<file path="config.mk">
export PLATFORM = sky130hd
export DESIGN_NAME = muldiv_unit
export DESIGN_NICKNAME = d
export VERILOG_FILES = /design/src/rtl/muldiv_pkg.sv /design/src/rtl/muldiv_unit.sv
export SDC_FILE = /design/constraint.sdc
export NUM_CORES = 1
export LEC_CHECK = 0
export CAP_MARGIN = 20
export CORE_MARGIN = 1
export CORE_UTILIZATION = 41
export DETAILED_ROUTE_END_ITERATION = 10
export PLACE_DENSITY = 0.66
export SYNTH_ARGS = -nofsm -noshare
export SYNTH_HDL_FRONTEND = slang
export SYNTH_SLANG_ARGS = --single-unit
</file>
<file path="constraint.sdc">
create_clock -name clk -period 3.25 [get_ports clk]
set_input_delay 0.4875 -clock clk [delete_from_list [all_inputs] [get_ports clk]]
set_output_delay 0.4875 -clock clk [all_outputs]
set_load 0.05 [all_outputs]
</file>
<file path="src/rtl/muldiv_pkg.sv">
// Shared encodings for the iterative HI/LO multiply/divide unit.
package muldiv_pkg;

   localparam int DATA_W_DEF = 32;

   typedef enum logic [1:0] {
      OP_MULTU = 2'b00,
      OP_MULT  = 2'b01,
      OP_DIVU  = 2'b10,
      OP_DIV   = 2'b11
   } op_e;

   typedef enum logic {
      S_IDLE = 1'b0,
      S_BUSY = 1'b1
   } state_e;

endpackage

</file>
<file path="src/rtl/muldiv_unit.sv">
// Radix-2 shift-add multiplier / restoring divider owning HI/LO.
// Define MULDIV_SIGNED_EN to enable signed MULT/DIV.
module muldiv_unit
   import muldiv_pkg::*;
#(
   parameter int DATA_W = DATA_W_DEF
) (
   input  logic              clk,
   input  logic              reset,
   input  logic              start,
   input  logic [1:0]        op,
   input  logic [DATA_W-1:0] rs_data,
   input  logic [DATA_W-1:0] rt_data,
   input  logic [1:0]        hilo_wr,
   input  logic [DATA_W-1:0] wr_data,
   output logic              busy,
   output logic              done,
   output logic [DATA_W-1:0] hi,
   output logic [DATA_W-1:0] lo
);

   localparam int CW = $clog2(DATA_W + 1);

   state_e            state_q, state_d;
   logic [CW-1:0]     cnt_q, cnt_d;
   logic [DATA_W-1:0] acc_q, acc_d;
   logic [DATA_W-1:0] sreg_q, sreg_d;
   logic [DATA_W-1:0] opb_q, opb_d;
   logic              div_q, div_d;
   logic [DATA_W-1:0] hi_q, hi_d;
   logic [DATA_W-1:0] lo_q, lo_d;
   logic              done_q, done_d;
`ifdef MULDIV_SIGNED_EN
   logic              negp_q, negp_d;
   logic              negr_q, negr_d;
`endif

   logic              is_div;
   logic [DATA_W-1:0] a_mag, b_mag;
   logic [DATA_W:0]   mul_sum;
   logic [DATA_W:0]   div_sh;
   logic [DATA_W-1:0] div_rem;
   logic [DATA_W-1:0] step_acc, step_sreg;
   logic [DATA_W-1:0] res_hi, res_lo;

   assign is_div = op_e'(op) inside {OP_DIVU, OP_DIV};

   always_comb begin
      state_d = state_q;
      cnt_d   = cnt_q;
      acc_d   = acc_q;
      sreg_d  = sreg_q;
      opb_d   = opb_q;
      div_d   = div_q;
      hi_d    = hi_q;
      lo_d    = lo_q;
      done_d  = 1'b0;
      a_mag   = rs_data;
      b_mag   = rt_data;
`ifdef MULDIV_SIGNED_EN
      negp_d  = negp_q;
      negr_d  = negr_q;
      if (op[0]) begin
         if (rs_data[DATA_W-1]) a_mag = -rs_data;
         if (rt_data[DATA_W-1]) b_mag = -rt_data;
      end
`endif

      mul_sum = {1'b0, acc_q} + (sreg_q[0] ? {1'b0, opb_q} : '0);
      div_sh  = {acc_q, sreg_q[DATA_W-1]};
      // Remainder stays below the divisor, so DATA_W bits hold it.
      div_rem = div_sh[DATA_W-1:0] - opb_q;

      if (div_q) begin
         if (div_sh >= {1'b0, opb_q}) begin
            step_acc  = div_rem;
            step_sreg = {sreg_q[DATA_W-2:0], 1'b1};
         end else begin
            step_acc  = div_sh[DATA_W-1:0];
            step_sreg = {sreg_q[DATA_W-2:0], 1'b0};
         end
      end else begin
         step_acc  = mul_sum[DATA_W:1];
         step_sreg = {mul_sum[0], sreg_q[DATA_W-1:1]};
      end

      res_hi = step_acc;
      res_lo = step_sreg;
`ifdef MULDIV_SIGNED_EN
      if (div_q) begin
         if (negp_q) res_lo = -step_sreg;
         if (negr_q) res_hi = -step_acc;
      end else if (negp_q) begin
         {res_hi, res_lo} = -{step_acc, step_sreg};
      end
`endif

      unique case (state_q)
         S_IDLE: begin
            if (start) begin
               state_d = S_BUSY;
               cnt_d   = '0;
               acc_d   = '0;
               sreg_d  = a_mag;
               opb_d   = b_mag;
               div_d   = is_div;
`ifdef MULDIV_SIGNED_EN
               // Zero divisor keeps the all-ones quotient unsigned.
               negp_d  = op[0] & (rs_data[DATA_W-1] ^ rt_data[DATA_W-1])
                         & (~is_div | (|rt_data));
               negr_d  = op[0] & is_div & rs_data[DATA_W-1];
`endif
            end else begin
               if (hilo_wr[1]) hi_d = wr_data;
               if (hilo_wr[0]) lo_d = wr_data;
            end
         end
         S_BUSY: begin
            acc_d  = step_acc;
            sreg_d = step_sreg;
            cnt_d  = cnt_q + CW'(1);
            if (cnt_q == CW'(DATA_W - 1)) begin
               state_d = S_IDLE;
               hi_d    = res_hi;
               lo_d    = res_lo;
               done_d  = 1'b1;
            end
         end
         default: state_d = S_IDLE;
      endcase
   end

   always_ff @(posedge clk) begin
      if (reset) begin
         state_q <= S_IDLE;
         cnt_q   <= '0;
         acc_q   <= '0;
         sreg_q  <= '0;
         opb_q   <= '0;
         div_q   <= 1'b0;
         hi_q    <= '0;
         lo_q    <= '0;
         done_q  <= 1'b0;
`ifdef MULDIV_SIGNED_EN
         negp_q  <= 1'b0;
         negr_q  <= 1'b0;
`endif
      end else begin
         state_q <= state_d;
         cnt_q   <= cnt_d;
         acc_q   <= acc_d;
         sreg_q  <= sreg_d;
         opb_q   <= opb_d;
         div_q   <= div_d;
         hi_q    <= hi_d;
         lo_q    <= lo_d;
         done_q  <= done_d;
`ifdef MULDIV_SIGNED_EN
         negp_q  <= negp_d;
         negr_q  <= negr_d;
`endif
      end
   end

   assign busy = (state_q == S_BUSY);
   assign done = done_q;
   assign hi   = hi_q;
   assign lo   = lo_q;

endmodule

</file>
==> impl_metrics.csv <==
group,metric,value,unit
synth,avgSynthCellArea,7.77,um^2
sta,final-max-slew-violation-count,0,
setup_path,r2r_cells,13,
placed_design,io_buffers,167,
layout,drive_gt1_share,19.9,%
floorplanning,core-area,26200,um^2
layout,diodes,0,
floorplanning,ioPinCount,169,
floorplanning,die_x,166,um
synth,ys.flop_type,"dfxtp_1",
sta,worst_pin_slew,1010,ps
clocking,clockBufferDepth,2,
layout,area_growth,37.2,%
setup_path,r2r-start,"sreg_q[0]$_SDFFE_PP0P_",
job,drv_cap,0,
clocking,cts.clk_slew.worst_paths,80,ps
detailed_routing,first_pass_iters,9,
placed_design,hpwlAfterDp,28.9,mm
detailed_routing,routed_wl,39.4,mm
setup_path,max_stage_delay,370,ps
setup_path,r2r_slack,-90,ps
grt,grt_start_max_net_pins,91,
power_and_ir_drop,p_per_area,414,nW/um^2
setup_path,cpMaxStageDelayCell,"dfxtp_4",
synth,synth_edf_count,0,
min_path,hp-start,"lo[18]$_SDFFE_PP0P_",
synth,ys_seq_elements,169,
detailed_routing,drt_iter0_markers,985,
synth,ys_types,73,
synth,yosys_warnings,0,
power_and_ir_drop,p_leak,6.19,nW
grt,grt_pass1_wl,61.1,mm
grt,grt_remaining_overflow,0,
clocking,cts_hold_buf,0,
placed_design,dp.cells,1976,
power_and_ir_drop,worst_ir_drop_vdd,0.369,mV
sta,rsz0062_at_grt,"true",
sta,slew_headroom,32.9,%
min_path,hold_class,"flip-flop to flip-flop",
detailed_routing,detail-route-antenna-nets,0,
sta,min_period_over_period,103,%
floorplanning,start_util,42.0,%
detailed_routing,vias,11600,
grt,grt_pass1_vias,11200,
layout,layout.cells.non_filler,2025,
synth,async_reset_ff_share,0,%
floorplanning,die_area,27500,um^2
setup_path,path_class,"flip-flop to flip-flop",
setup_path,worstReg2RegEnd,"acc_q[28]$_SDFFE_PP0P_",
sta,period_needed,3340,ps
placed_design,gp_congestion,0.910,
clocking,htreeDepth,4,
setup_path,cp_max_fo,5,
detailed_routing,drc,8,
run_status,violations,"DRC, setup timing",
synth,synth_nets,1585,
sta,timing.hold.ws,457,ps
clocking,cts_made_buffers,17,
layout,nets,1848,
detailed_routing,routedWlPerCell,19.5,um
clocking,cts_sinks,169,
synth,seq_area_frac_synth,30.8,%
setup_path,arrival,3680,ps
power_and_ir_drop,total_power,6.25,mW
setup_path,worst_setup_path_start_kind,"flip-flop",
setup_path,cp_common_cell,"nor2_1",
synth,synthCells,1415,
setup_path,worstPathRequired,3590,ps
detailed_routing,viasPerCell,5.72,
floorplanning,num_rows,59,
grt,antenna_found_initial,0,
sta,layout_setup_ws,-94.8,ps
synth,netlist_area,11000,um^2
clocking,root_buffer,"clkbuf_16",
sta,clock_skew,13.3,ps
floorplanning,die_h,166,um
layout,postLayoutCellArea,15100,um^2
run_status,status,"finished with violations",
sta,fmax,0.299,GHz
min_path,min_to,"lo[18]$_SDFFE_PP0P_",
setup_path,cp_cell_sequence,"and2_1, ha_1, buf_4, a211oi_2, nor2_1, o211a_1, o2111a_1, o2111a_2, o41ai_4, xnor2_1, nor2_1, a311o_2, a32o_1",
placed_design,placed_cell_area,13900,um^2
min_path,min_delay_path_depth,2,
clocking,cts_tree,"done",
setup_path,cp-end-kind,"flip-flop",
sta,hold_violations,0,
clocking,clk_latency,450,ps
sta,setup_viol,6,
layout,n_fill_cell,2448,
grt,track_usage,28.1,%
[cells in the mapped netlist, types with 7 or more instances]
| cell type | n | area share [%] |
|---|---|---|
| nand2_1 | 190 | 6.5 |
| nor2_1 | 119 | 4.1 |
| o211ai_1 | 20 | 1.4 |
| a2bb2oi_1 | 7 | 0.56 |
| or2_2 | 9 | 0.51 |
| buf_1 | 7 | 0.24 |
| xnor2_1 | 36 | 2.9 |
| clkbuf_1 | 79 | 2.7 |
| a311oi_1 | 29 | 2.3 |
| a21o_1 | 33 | 2.3 |
| a211oi_1 | 36 | 2.5 |
| ha_1 | 65 | 7.4 |
| nand4_1 | 12 | 0.68 |
| nand3_1 | 24 | 1.1 |
| a22oi_1 | 13 | 0.89 |
| nor2b_1 | 9 | 0.51 |
| and2_1 | 40 | 2.3 |
| o31ai_1 | 7 | 0.48 |
| and3_1 | 11 | 0.63 |
| a21oi_1 | 162 | 7.4 |
| mux2i_1 | 33 | 3.0 |
| a21boi_0 | 7 | 0.48 |
| o21ai_0 | 64 | 2.9 |
| dfxtp_1 | 169 | 31 |
| xor2_1 | 13 | 1.0 |
| a31oi_1 | 16 | 0.91 |
| mux2_2 | 31 | 3.2 |
| inv_1 | 53 | 1.8 |
| nor3_1 | 17 | 0.77 |
[metal layers]
| layer | up-vias | part of all wire (%) | GRT usage [%] |
|---|---|---|---|
| met5 | - | 0 | 0 |
| met4 | 0 | 3.5 | 11.2 |
| met3 | 82 | 4.9 | 2.93 |
| met2 | 403 | 49 | 49.1 |
| met1 | 5475 | 43 | 35.4 |
| li1 | 5618 | - | - |
[placed cells by master, fill, tap and decap left out, types with 13 or more instances in the layout]
| master | instances |
|---|---|
| a21oi_1 | 151 |
| a21o_1 | 33 |
| a21oi_2 | 13 |
| clkdlybuf4s50_1 | 166 |
| dfxtp_1 | 155 |
| a311oi_1 | 28 |
| dfxtp_2 | 13 |
| o21ai_0 | 57 |
| and2_1 | 37 |
| nor2_1 | 115 |
| a22oi_1 | 13 |
| a31oi_1 | 15 |
| a211oi_1 | 29 |
| ha_1 | 50 |
| mux2i_1 | 32 |
| inv_1 | 51 |
| buf_4 | 167 |
| nand3_1 | 23 |
| clkbuf_16 | 17 |
| mux2_2 | 31 |
| nor3_1 | 17 |
| xnor2_1 | 36 |
| o211ai_1 | 20 |
| nand2_1 | 190 |
[worst max-delay path, delay by kind of cell, from the launching register on]
| family | cells | cell delay (ps) |
|---|---|---|
| adders and majority gates | 1 | 210 |
| xor gates and xnor gates | 1 | 170 |
| buffers and inverters | 1 | 150 |
| DFF | 1 | 370 |
| AOI/OAI and AO/OA | 7 | 1990 |
| and+or+nand+nor | 3 | 340 |
[stage by stage]
stage	setup WS (ps)	utilization, %	TNS, ps
finish	-94.8	57.6	-318
global route	-192	57.6	-1420
CTS	-65.8	55.9	-65.8
detailed placement	-240	53.1	-2700
global placement	-210	53.1	-2080
floorplan	34.0	-	0
[power by group]
group / switching [mW] / total, mW / leakage [nW] / internal [mW]
Combinational: 1.05 / 1.89 / 4.52 / 0.839
Clock: 1.05 / 2.08 / 0.285 / 1.03
Sequential: 0.0940 / 2.28 / 1.39 / 2.18
Total: 2.19 / 6.25 / 6.19 / 4.05
[final cells by class]
class                           instances  area (um^2)  share of cell area [%]
Multi-Input combinational cell       1099         7500                    49.7
Clock inverter                         14          153                    1.01
Timing Repair Buffer                  337         2980                    19.7
Inverter                               54          203                    1.34
Clock buffer                           17          425                    2.82
Sequential cell                       169         3400                    22.6
Tap cell                              335          419                    2.78
[cells by family after synthesis]
family	count (synthesis)	share of synthesized area (%)
AOI/OAI and AO/OA	462	27.5
and+or+nand+nor	457	18.7
DFF	169	30.8
buffers and inverters	147	5.18
adders and majority gates	67	7.76
muxes	64	6.18
xor gates and xnor gates	49	3.90
[registers in the layout, summed over array words and instances (netlist names)]
register and flops:
busy 1, div_q 1, acc_q 32, done 1, lo 32, opb_q 32, cnt_q 6, hi 32
sreg_q 32
[timing repair]
action / in CTS / in global routing
endpoints found under the setup margin: 22 / 56
setup buffers: 6 / 12
pin swaps: 18 / 29
gates resized for setup: 24 / 69
[how the worst max path moves through the flow]
stage / start / end / slack, ps / cells past startpoint
2_1_floorplan: sreg_q[0]$_SDFFE_PP0P_ / hi[27]$_SDFFE_PP0P_ / 30 / 14
3_3_place_gp: sreg_q[31]$_SDFFE_PP0P_ / hi[22]$_SDFFE_PP0P_ / -210 / 15
3_5_place_dp: sreg_q[0]$_SDFFE_PP0P_ / acc_q[28]$_SDFFE_PP0P_ / -240 / 13
4_1_cts: sreg_q[31]$_SDFFE_PP0P_ / hi[30]$_SDFFE_PP0P_ / -70 / 15
5_1_grt: sreg_q[0]$_SDFFE_PP0P_ / acc_q[28]$_SDFFE_PP0P_ / -190 / 13
6_report: sreg_q[0]$_SDFFE_PP0P_ / acc_q[28]$_SDFFE_PP0P_ / -90 / 13
Note: power is estimated with default switching activity, not from simulation.
